**config.mk**
```make
export PLATFORM = sky130hd
export DESIGN_NAME = regfile_sched
export DESIGN_NICKNAME = d
export VERILOG_FILES = /design/src/rtl/regfile_sched.sv
export SDC_FILE = /design/constraint.sdc
export NUM_CORES = 1
export LEC_CHECK = 0
export ABC_CLOCK_PERIOD_IN_PS = 8400
export BUFFER_PORTS_ARGS = -buffer_cell sky130_fd_sc_hd__buf_2
export CAP_MARGIN = 30
export CORE_ASPECT_RATIO = 2
export CORE_MARGIN = 2
export CORE_UTILIZATION = 52
export CTS_BUF_LIST = sky130_fd_sc_hd__clkbuf_4 sky130_fd_sc_hd__clkbuf_8
export DETAILED_ROUTE_END_ITERATION = 16
export PLACE_DENSITY = 0.87
export SLEW_MARGIN = 20
export SYNTH_ARGS = -nofsm -noshare
export SYNTH_HDL_FRONTEND = slang
export SYNTH_SLANG_ARGS = --single-unit
```
**constraint.sdc**
```tcl
create_clock -name clk -period 8.4 [get_ports clk]
set_clock_uncertainty 0.05 [all_clocks]
set_input_delay 1.68 -clock clk [delete_from_list [all_inputs] [get_ports clk]]
set_output_delay 1.68 -clock clk [all_outputs]
set_load 0.03 [all_outputs]
```
**src/rtl/regfile_sched.sv**
```systemverilog
// regfile_sched: LC-3 regfile write arbiter and read scheduler; REGFILE_SCHED_BYPASS_EN forwards same-cycle writes instead of stalling
module regfile_sched #(
    parameter int RSP_DEPTH = 2
) (
    input  logic        clk,
    input  logic        rst_n,
    input  logic        rd_req_valid,
    output logic        rd_req_ready,
    input  logic [2:0]  rd_sr1,
    input  logic [2:0]  rd_sr2,
    output logic        rd_rsp_valid,
    input  logic        rd_rsp_ready,
    output logic [15:0] rd_sr1_data,
    output logic [15:0] rd_sr2_data,
    input  logic        wa_valid,
    output logic        wa_ready,
    input  logic [2:0]  wa_dr,
    input  logic [15:0] wa_data,
    input  logic        wb_valid,
    output logic        wb_ready,
    input  logic [2:0]  wb_dr,
    input  logic [15:0] wb_data,
    output logic [2:0]  rf_sr1_sel,
    output logic [2:0]  rf_sr2_sel,
    output logic [2:0]  rf_dr_sel,
    output logic [15:0] rf_dr_in,
    output logic        rf_load_reg,
    input  logic [15:0] rf_sr1_out,
    input  logic [15:0] rf_sr2_out
);
    localparam int PW = RSP_DEPTH > 1 ? $clog2(RSP_DEPTH) : 1;
    localparam int CW = $clog2(RSP_DEPTH + 1) + 1;
    logic prio_b, grant_a, grant_b, hit1, hit2, stall, accept, pop, push;
    logic s1_v, s1_h1, s1_h2;
    logic [15:0] s1_wd;
    logic [31:0] mem [RSP_DEPTH];
    logic [PW-1:0] wp, rp;
    logic [CW-1:0] count;
    always_comb begin
        grant_a = rst_n & wa_valid & (~wb_valid | ~prio_b);
        grant_b = rst_n & wb_valid & (~wa_valid | prio_b);
        rf_load_reg = grant_a | grant_b;
        rf_dr_sel = grant_a ? wa_dr : grant_b ? wb_dr : 3'd0;
        rf_dr_in = grant_a ? wa_data : grant_b ? wb_data : 16'd0;
        rf_sr1_sel = rst_n ? rd_sr1 : 3'd0;
        rf_sr2_sel = rst_n ? rd_sr2 : 3'd0;
    end
    assign wa_ready = grant_a;
    assign wb_ready = grant_b;
    // The regfile returns the pre-write value for a read colliding with this edge's write.
`ifdef REGFILE_SCHED_BYPASS_EN
    assign hit1 = rf_load_reg && rf_dr_sel == rd_sr1;
    assign hit2 = rf_load_reg && rf_dr_sel == rd_sr2;
    assign stall = 1'b0;
`else
    assign hit1 = 1'b0;
    assign hit2 = 1'b0;
    assign stall = rf_load_reg && (rf_dr_sel == rd_sr1 || rf_dr_sel == rd_sr2);
`endif
    assign rd_rsp_valid = rst_n && count != '0;
    assign pop = rd_rsp_valid & rd_rsp_ready;
    assign push = s1_v;
    assign rd_req_ready = rst_n && !stall && (CW'(s1_v) + count - CW'(pop) < CW'(RSP_DEPTH));
    assign accept = rd_req_valid & rd_req_ready;
    assign rd_sr1_data = mem[rp][31:16];
    assign rd_sr2_data = mem[rp][15:0];
    always_ff @(posedge clk or negedge rst_n) begin
        if (!rst_n) begin
            prio_b <= 1'b0;
            s1_v <= 1'b0;
            s1_h1 <= 1'b0;
            s1_h2 <= 1'b0;
            s1_wd <= '0;
            wp <= '0;
            rp <= '0;
            count <= '0;
        end else begin
            if (wa_valid && wb_valid) prio_b <= grant_a;
            s1_v <= accept;
            if (accept) {s1_h1, s1_h2, s1_wd} <= {hit1, hit2, rf_dr_in};
            if (push) wp <= wp == PW'(RSP_DEPTH - 1) ? '0 : wp + PW'(1);
            if (pop) rp <= rp == PW'(RSP_DEPTH - 1) ? '0 : rp + PW'(1);
            count <= count + CW'(push) - CW'(pop);
        end
    end
    always_ff @(posedge clk) begin
        if (push) mem[wp] <= {s1_h1 ? s1_wd : rf_sr1_out, s1_h2 ? s1_wd : rf_sr2_out};
        if (rst_n && push && !pop) assert (count < CW'(RSP_DEPTH));
    end
endmodule

```
==> impl_metrics.ini, run 1 <==
[timing]
min_period_ns = 5.89
setup_tns_ns = 0
setup_viol = 0
timing.fmax_ghz = 0.170
slew_viol_final = 0
rsz0062_at_grt = no
worst_pin_slew_ns = 0.702
worst_slew_margin_rel = 0.532
finalHoldViolCount = 0
fin_crit_sh = 0.701

[clock_tree]
clkTransAtPathRegs_ns = 0.07
cts_resized = 0
cts_tree = yes
cts_hold_buf = 0
h-tree-depth = 3
clockBufferDepth = 2
insertion_delay_ns = 0.34
cts_root_buf = clkbuf_8
postCtsSetupRepairBufs = 0
cts_buffers = 9
clock-sinks = 71

[logic_synthesis]
synth_top_family_by_area = multiplexers
syn-instance-count = 198
netlist-cell-type-count = 35
avgSynthCellArea_um2 = 16.2
synth-seq-cells = 71
muxShareOfSynthArea = 0.122
synthFlopType = edfxtp_1
synth-compound-area-share = 0.0880
synth_xor_xnor_area_share = 0.0136
synthSimpleGateAreaFrac = 0.0775
yosys_warnings = 0
synth_fa_ha_area_frac = 0.0140
synth_area_um2 = 3210
synth_nets = 283
synth-async-reset-ratio = 0.0986
synth_edf_count = 64
synth-seq-area-share = 0.652

[setup_path]
path_max_fanout = 30
crit_required_ns = 6.67
arrival_ns = 4.16
critPathLaunchType = primary input
r2r_start = count[1]$_DFF_PN0_
endpoint_kind = primary output
r2r-end = push$_DFF_PN0_
r2r_cells = 11
crit_end = rd_req_ready
rrSetupSlack_ns = 5.59
worstSetupPathType = primary input to primary output
startpoint = rst_n

[finish]
area_growth_pct = 29.9
antenna_cells = 0
drive_gt1_frac = 0.582
post-route-cell-area_um2 = 4170
fin_nets = 429
num-fill-cells = 453

[routing]
routed.top_layer = met4
firstDrtPassIters = 4
wl_met2_um = 3930
wl_per_cell_um = 16.9
drc = 0
drt_iter0_markers = 76
wl_met1_um = 2350
met3_length_um = 485
wl_um = 6980
vias = 2232
viasPerCell = 5.42
ant_nets = 0

[pwr]
p_sw_frac = 0.349
p_int_uw = 769
power_switching_uw = 412
comb_power_share = 0.370
p_leak_nw = 1.83
ir_drop_v = 0.000148
power_frac_seq = 0.391
clockPowerShare = 0.239
powerDensity_nw_per_um2 = 283

[die]
num_io_pins = 144
die-area_um2 = 6860
die_w_um = 59.6
initial_utilization = 0.535
num_rows = 40
core_area_um2 = 6010
die_y_um = 115

[global_route]
overflow = 0
track_usage = 0.206
antenna_found_initial = 0
grt_pass1_vias = 2191
grt_pass1_wl_um = 10100
grt_max_degree = 33

[hold_path]
worstHoldStart = rp$_DFFE_PN0P_
min_path_type = flop to flop

[placement]
place.detailed.hpwl_um = 5350
numPortBuffers = 143
placed_area_um2 = 3960
place_congestion = 0.841

[run_status]
outcome = completed

[job]
cap_violations = 0
-- through the flow --
stage	utilization	hold WS (ns)	power [mW]	setup slack [ns]	instances
after floorplan	-	0.403	0.794	2.41	198
after global placement	0.660	0.427	0.897	2.68	396
after detailed placement	0.660	0.422	0.911	2.49	396
after CTS	0.695	0.432	1.19	2.49	412
after global routing	0.695	0.445	1.23	2.23	412
final	0.695	0.424	1.18	2.51	412
-- metal layers --
metal	track usage	vias to the layer above
met5	0	-
met2	0.386	118
li1	-	1060
met3	0.0495	15
met4	0.116	0
met1	0.191	1039
-- cell type report --
| cell class | instances | area (um2) | area share |
|---|---|---|---|
| flip-flops and latches | 71 | 2100 | 0.502 |
| multi-input cells | 107 | 1010 | 0.243 |
| repair buffers | 146 | 738 | 0.177 |
| clock buffers | 9 | 124 | 0.0297 |
| clock inverters | 7 | 87.6 | 0.0210 |
| well taps | 63 | 78.8 | 0.0189 |
| inverters | 9 | 33.8 | 0.00809 |
-- power groups by stage --
stage	clock (mW)	sequential, mW	combinational (mW)
2_1_floorplan	0	0.464	0.331
3_3_place_gp	0	0.467	0.430
3_5_place_dp	0	0.471	0.440
4_1_cts	0.289	0.463	0.442
5_1_grt	0.301	0.468	0.464
6_report	0.282	0.462	0.437
-- critical path: stages --
cell	delay (ns)
buf_2	0.37
o31a_1	0.23
and2_1	0.17
ha_1	0.14
inv_1	0.04
ha_1	0.18
fa_1	0.38
xnor2_1	0.19
xnor2_1	0.12
nor3b_1	0.24
o31ai_1	0.14
nor2_1	0.09
buf_2	0.20
-- cells in the mapped netlist, types with 2 or more instances --
cell | instances | area, um2
edfxtp_1 | 64 | 1920
mux2_2 | 33 | 372
a22o_1 | 16 | 140
and2_1 | 10 | 62.6
inv_1 | 9 | 33.8
and3b_1 | 8 | 70.1
dfrtp_1 | 7 | 175
a32oi_1 | 4 | 35.0
clkbuf_1 | 4 | 15.0
buf_2 | 3 | 15.0
buf_6 | 3 | 33.8
nor2_1 | 3 | 11.3
xnor2_1 | 3 | 26.3
a221oi_2 | 2 | 30.0
and3_1 | 2 | 12.5
ha_1 | 2 | 25.0
mux2i_1 | 2 | 20.0
nand2_1 | 2 | 7.51
nor2b_1 | 2 | 12.5
nor3b_1 | 2 | 15.0
o311ai_1 | 2 | 17.5
xor2_1 | 2 | 17.5
-- worst min-delay path by stage --
| stage | endpoint | slack [ns] | cells past startpoint |
|---|---|---|---|
| after floorplan | wp$_DFFE_PN0P_ | 0.40 | 1 |
| after global placement | rp$_DFFE_PN0P_ | 0.43 | 1 |
| after detailed placement | rp$_DFFE_PN0P_ | 0.42 | 1 |
| after CTS | rp$_DFFE_PN0P_ | 0.43 | 1 |
| after global routing | rp$_DFFE_PN0P_ | 0.44 | 1 |
| final | rp$_DFFE_PN0P_ | 0.42 | 1 |
-- cells in the final DEF (no fill, tap or decap), types with 3 or more instances in the layout --
cell	n
a22o_1	16
a32oi_1	4
and2_1	10
and3b_1	8
buf_2	143
buf_4	3
clkbuf_8	9
dfrtp_1	7
edfxtp_1	64
inv_1	9
mux2_2	33
nor2_1	3
xnor2_1	3
-- flip-flops by register name (all words and copies together), names as in the netlist --
name,flops
wp,1
push,1
rp,1
count,3
prio_b,1
mem,64
-- logic make-up after synthesis --
kind of cell / count (synthesis)
AO/OA/AOI/OAI: 29
XOR/XNOR: 5
adder cells (fa/ha/maj): 3
buffers and inverters: 20
flip-flops: 71
multiplexers: 35
AND/OR/NAND/NOR: 35
(Power assumes the default switching activity.)
==> run 2: changes to the inputs <==
--- a/config.mk
+++ b/config.mk
@@ -5,15 +5,15 @@
 export SDC_FILE = /design/constraint.sdc
 export NUM_CORES = 1
 export LEC_CHECK = 0
-export ABC_CLOCK_PERIOD_IN_PS = 8400
+export ABC_CLOCK_PERIOD_IN_PS = 4900
 export BUFFER_PORTS_ARGS = -buffer_cell sky130_fd_sc_hd__buf_2
 export CAP_MARGIN = 30
 export CORE_ASPECT_RATIO = 2
 export CORE_MARGIN = 2
-export CORE_UTILIZATION = 52
+export CORE_UTILIZATION = 44
 export CTS_BUF_LIST = sky130_fd_sc_hd__clkbuf_4 sky130_fd_sc_hd__clkbuf_8
 export DETAILED_ROUTE_END_ITERATION = 16
-export PLACE_DENSITY = 0.87
+export PLACE_DENSITY = 0.78
 export SLEW_MARGIN = 20
 export SYNTH_ARGS = -nofsm -noshare
 export SYNTH_HDL_FRONTEND = slang
==> constraint.sdc (replaced) <==
create_clock -name clk -period 4.9 [get_ports clk]
set_clock_uncertainty 0.05 [all_clocks]
set_input_delay 0.98 -clock clk [delete_from_list [all_inputs] [get_ports clk]]
set_output_delay 0.98 -clock clk [all_outputs]
set_load 0.03 [all_outputs]
==> run 2 against run 1 <==
  * Clock power rose by 49%
  * Power rose by 67%
  * Final cell count rose by 6.6%
  * Global-route usage fell by 3.1 points
  * First-iteration DRC count fell by 32%
  * Design area rose by 0.75%
  * Non-clock buffer count rose by 1
  * Highest routed layer unchanged
==> impl_metrics.ini, run 2 (synthesis results as in run 1) <==
[setup_path]
r2r-end = push$_DFF_PN0_
endpoint_kind = primary output
path_max_fanout = 2
r2r_start = count[1]$_DFF_PN0_
critPathMaxStageDelay_ns = 0.40
rrSetupSlack_ns = 2.17
critPathSlowestCell = fa_1
path_depth = 13
crit_chain = buf_2 -> o31a_1 -> and2_1 -> ha_1 -> inv_1 -> ha_1 -> fa_1 -> xnor2_1 -> xnor2_1 -> nor3b_1 -> o31ai_1 -> nor2_1 -> buf_2
worstSetupPathType = primary input to primary output
startpoint = rst_n
crit_required_ns = 3.87
r2r_cells = 11
arrival_ns = 3.25
crit_family = adder cells
crit_end = rd_req_ready
critPathLaunchType = primary input
crit_buf_inv = 3

[routing]
drc = 0
wl_per_cell_um = 15.1
firstDrtPassIters = 4
vias = 2212
viasPerCell = 5.04
drt_iter0_markers = 52
ant_nets = 0
wl_um = 6620

[timing]
timing.fmax_ghz = 0.234
fin_crit_sh = 0.874
finalHoldViolCount = 0
min_period_ns = 4.28
worst_pin_slew_ns = 0.703
setup_tns_ns = 0
rsz0062_at_grt = no
slew_viol_final = 0
worst_slew_margin_rel = 0.532
setup_viol = 0

[pwr]
powerDensity_nw_per_um2 = 470
power_mw = 1.97
ir_drop_v = 0.000286
p_leak_nw = 1.83

[die]
core_area_um2 = 7160
die_y_um = 125
num_rows = 44
num_io_pins = 144
initial_utilization = 0.449
die-area_um2 = 8050
die_w_um = 64.4

[placement]
place.detailed.hpwl_um = 4980
placed_area_um2 = 4000
numPortBuffers = 143
place_congestion = 0.725

[global_route]
antenna_found_initial = 0
track_usage = 0.175
grt_pass1_vias = 2292
grt_pass1_wl_um = 10600
grt_max_degree = 33
overflow = 0

[finish]
largestRegisters = mem x64, count x3
area_growth_pct = 30.8
mostFrequentLayoutCell = buf_2
layout_common_cells = 143 x buf_2, 64 x edfxtp_1, 33 x mux2_2
drive_gt1_frac = 0.585
post-route-cell-area_um2 = 4210
antenna_cells = 0
top_register = mem
fin_nets = 430
num-fill-cells = 592
largest_reg_flops = 64

[clock_tree]
h-tree-depth = 3
cts_tree = yes
postCtsSetupRepairBufs = 0
clockBufferDepth = 2
insertion_delay_ns = 0.34
clkTransAtPathRegs_ns = 0.07
cts_buffers = 9
cts_root_buf = clkbuf_8
clock-sinks = 71
cts_resized = 0
cts_hold_buf = 0

[job]
cap_violations = 0

[hold_path]
min_path_type = flop to flop

[run_status]
outcome = completed
==> run 2: how the worst min path moves through the flow <==
stage	startpoint	endpoint	slack, ns	cells after the start
floorplan	wp$_DFFE_PN0P_	wp$_DFFE_PN0P_	0.40	1
global placement	push$_DFF_PN0_	wp$_DFFE_PN0P_	0.46	1
detailed placement	push$_DFF_PN0_	wp$_DFFE_PN0P_	0.47	1
CTS	push$_DFF_PN0_	wp$_DFFE_PN0P_	0.49	1
global route	wp$_DFFE_PN0P_	wp$_DFFE_PN0P_	0.52	1
finish	push$_DFF_PN0_	wp$_DFFE_PN0P_	0.48	1
==> run 2: through the flow <==
step	hold slack [ns]	utilization	worst slack (ns)	instances
5_1_grt	0.523	0.588	0.464	439
3_3_place_gp	0.464	0.559	0.756	425
2_1_floorplan	0.403	-	0.309	198
6_report	0.477	0.588	0.618	439
3_5_place_dp	0.471	0.559	0.613	425
4_1_cts	0.487	0.584	0.602	438
==> run 2: area by class of cell <==
class                      count  area (um2)  share of cell area
tap                           92         115              0.0274
timing repair buffer         147         766               0.182
sequential                    71        2100               0.499
clock buffer                  11         139              0.0330
multi-input combinational    107        1020               0.242
clock inverter                 2        35.0             0.00833
inverter                       9        33.8             0.00803
==> run 2: layer usage <==
| layer | GRT usage | vias to the layer above | part of all wire |
|---|---|---|---|
| met3 | 0.0659 | 10 | 0.079 |
| met1 | 0.209 | 1057 | 0.40 |
| met4 | 0.0601 | 0 | 0.011 |
| met5 | 0 | - | 0 |
| li1 | - | 1054 | - |
| met2 | 0.286 | 91 | 0.51 |
==> run 2: where the power goes <==
part	internal, mW	switching (mW)	total [mW]
Sequential	0.758	0.0544	0.813
Combinational	0.289	0.454	0.742
Clock	0.237	0.182	0.419
==> run 3: changes to the inputs <==
--- a/config.mk
+++ b/config.mk
@@ -5,15 +5,15 @@
 export SDC_FILE = /design/constraint.sdc
 export NUM_CORES = 1
 export LEC_CHECK = 0
-export ABC_CLOCK_PERIOD_IN_PS = 4900
+export ABC_CLOCK_PERIOD_IN_PS = 5600
 export BUFFER_PORTS_ARGS = -buffer_cell sky130_fd_sc_hd__buf_2
 export CAP_MARGIN = 30
 export CORE_ASPECT_RATIO = 2
 export CORE_MARGIN = 2
-export CORE_UTILIZATION = 44
+export CORE_UTILIZATION = 52
 export CTS_BUF_LIST = sky130_fd_sc_hd__clkbuf_4 sky130_fd_sc_hd__clkbuf_8
 export DETAILED_ROUTE_END_ITERATION = 16
-export PLACE_DENSITY = 0.78
+export PLACE_DENSITY = 0.87
 export SLEW_MARGIN = 20
 export SYNTH_ARGS = -nofsm -noshare
 export SYNTH_HDL_FRONTEND = slang
==> constraint.sdc (replaced) <==
create_clock -name clk -period 5.6 [get_ports clk]
set_clock_uncertainty 0.05 [all_clocks]
set_input_delay 1.12 -clock clk [delete_from_list [all_inputs] [get_ports clk]]
set_output_delay 1.12 -clock clk [all_outputs]
set_load 0.03 [all_outputs]
==> run 3 against run 2 <==
  * Design area shrank 0.74%
  * Flip-flop and latch count unchanged
  * Sequential power decreased by 15%
  * Setup slack better by 0.26 ns
  * Core utilization increased by 11 points
  * Via count increased by 2.8%
  * Final cell count is 6.2% lower
  * Power decreased by 10%
  * Wire length grew 4.2%
==> impl_metrics.ini, run 3 (synthesis results as in run 1) <==
[finish]
largest_reg_flops = 64
top_register = mem
area_growth_pct = 29.9
largestRegisters = mem x64, count x3
layout_common_cells = 143 x buf_2, 64 x edfxtp_1, 33 x mux2_2
antenna_cells = 0
drive_gt1_frac = 0.582
mostFrequentLayoutCell = buf_2
fin_nets = 429
final_cell_count_no_fill = 412

[hold_path]
hold_depth = 1
min_to = rp$_DFFE_PN0P_
min_path_type = flop to flop
worstHoldStart = rp$_DFFE_PN0P_

[timing]
worst_pin_slew_ns = 0.697
setup_tns_ns = 0
setup_viol = 0
finalHoldViolCount = 0
timing.fmax_ghz = 0.212
min_period_ns = 4.73
worst_slew_margin_rel = 0.535
rsz0062_at_grt = no
slew_viol_final = 0
fin_crit_sh = 0.844

[placement]
numPortBuffers = 143
place.detailed.hpwl_um = 5240
place_congestion = 0.839
dp_cells = 396

[setup_path]
crit_chain = buf_2 -> o31a_1 -> and2_1 -> ha_1 -> inv_1 -> ha_1 -> fa_1 -> xnor2_1 -> xnor2_1 -> nor3b_1 -> o31ai_1 -> nor2_1 -> buf_2
endpoint_kind = primary output
r2r_cells = 11
crit_required_ns = 4.43
r2r-end = push$_DFF_PN0_
critPathLaunchType = primary input
worstSetupPathType = primary input to primary output
critPathSlowestCell = fa_1
rrSetupSlack_ns = 2.88
arrival_ns = 3.56
critPathMaxStageDelay_ns = 0.38
r2r_start = count[1]$_DFF_PN0_
path_max_fanout = 30

[clock_tree]
cts_hold_buf = 0
clockBufferDepth = 2
insertion_delay_ns = 0.33
cts_root_buf = clkbuf_8
h-tree-depth = 3
clock-sinks = 71
postCtsSetupRepairBufs = 0
cts_tree = yes
cts_buffers = 9
clkTransAtPathRegs_ns = 0.06
cts_resized = 0

[routing]
ant_nets = 0
viasPerCell = 5.52
wl_met1_um = 2170
wl_met2_um = 3930
firstDrtPassIters = 4
wl_um = 6890
drc = 0
vias = 2274
routed.top_layer = met4
drt_iter0_markers = 100
wl_per_cell_um = 16.7
met3_length_um = 522

[pwr]
powerDensity_nw_per_um2 = 424
ir_drop_v = 0.000250
p_leak_nw = 1.84

[die]
die-area_um2 = 6860
die_y_um = 115
initial_utilization = 0.535
num_rows = 40
core_area_um2 = 6010
num_io_pins = 144
die_w_um = 59.6

[global_route]
grt_pass1_wl_um = 10000
track_usage = 0.202
overflow = 0
grt_max_degree = 33
antenna_found_initial = 0
grt_pass1_vias = 2258

[run_status]
outcome = completed

[job]
cap_violations = 0
## run 3: final cells by class
cell class                      instances  area, um2
Fill cell                             424       1830
Sequential cell                        71       2100
Timing Repair Buffer                  146        738
Multi-Input combinational cell        107       1010
Clock inverter                          5       72.6
Inverter                                9       33.8
Clock buffer                           11        139
Tap cell                               63       78.8
## run 3: worst max-delay path: cells and delay by family
| family | cells | cell delay [ns] |
|---|---|---|
| xor gates and xnor gates | 2 | 0.29 |
| AOI/OAI and AO/OA | 2 | 0.37 |
| adders and majority gates | 3 | 0.70 |
| and+or+nand+nor | 3 | 0.47 |
| buffers and inverters | 3 | 0.61 |
## run 3: power by group
group          internal [mW]  switching [mW]
clock network          0.257           0.167
logic                  0.245           0.409
registers              0.664          0.0285
total                   1.17           0.604
## run 3: how the worst max path moves through the flow
stage / cells after the start / slack [ns] / end / start
floorplan: 13 / 0.73 / rd_req_ready / rst_n
global placement: 13 / 1.00 / rd_req_ready / rst_n
detailed placement: 13 / 0.85 / rd_req_ready / rst_n
CTS: 13 / 0.85 / rd_req_ready / rst_n
global route: 13 / 0.67 / rd_req_ready / rst_n
finish: 13 / 0.87 / rd_req_ready / rst_n
## run 3: stage by stage
| stage | utilization | worst slack (ns) | power, mW | instance area (um2) | hold slack, ns |
|---|---|---|---|---|---|
| detailed placement | 0.660 | 0.853 | 1.36 | 3960 | 0.419 |
| CTS | 0.695 | 0.848 | 1.79 | 4170 | 0.428 |
| floorplan | - | 0.729 | 1.19 | 3210 | 0.403 |
| global route | 0.695 | 0.670 | 1.85 | 4170 | 0.434 |
| global placement | 0.660 | 1.00 | 1.35 | 3960 | 0.428 |
| finish | 0.695 | 0.874 | 1.77 | 4170 | 0.417 |
## run 3: layer usage
layer,GRT usage,vias up
met2,0.382,124
met4,0.126,0
met3,0.0461,18
li1,-,1058
met5,0,-
met1,0.179,1074
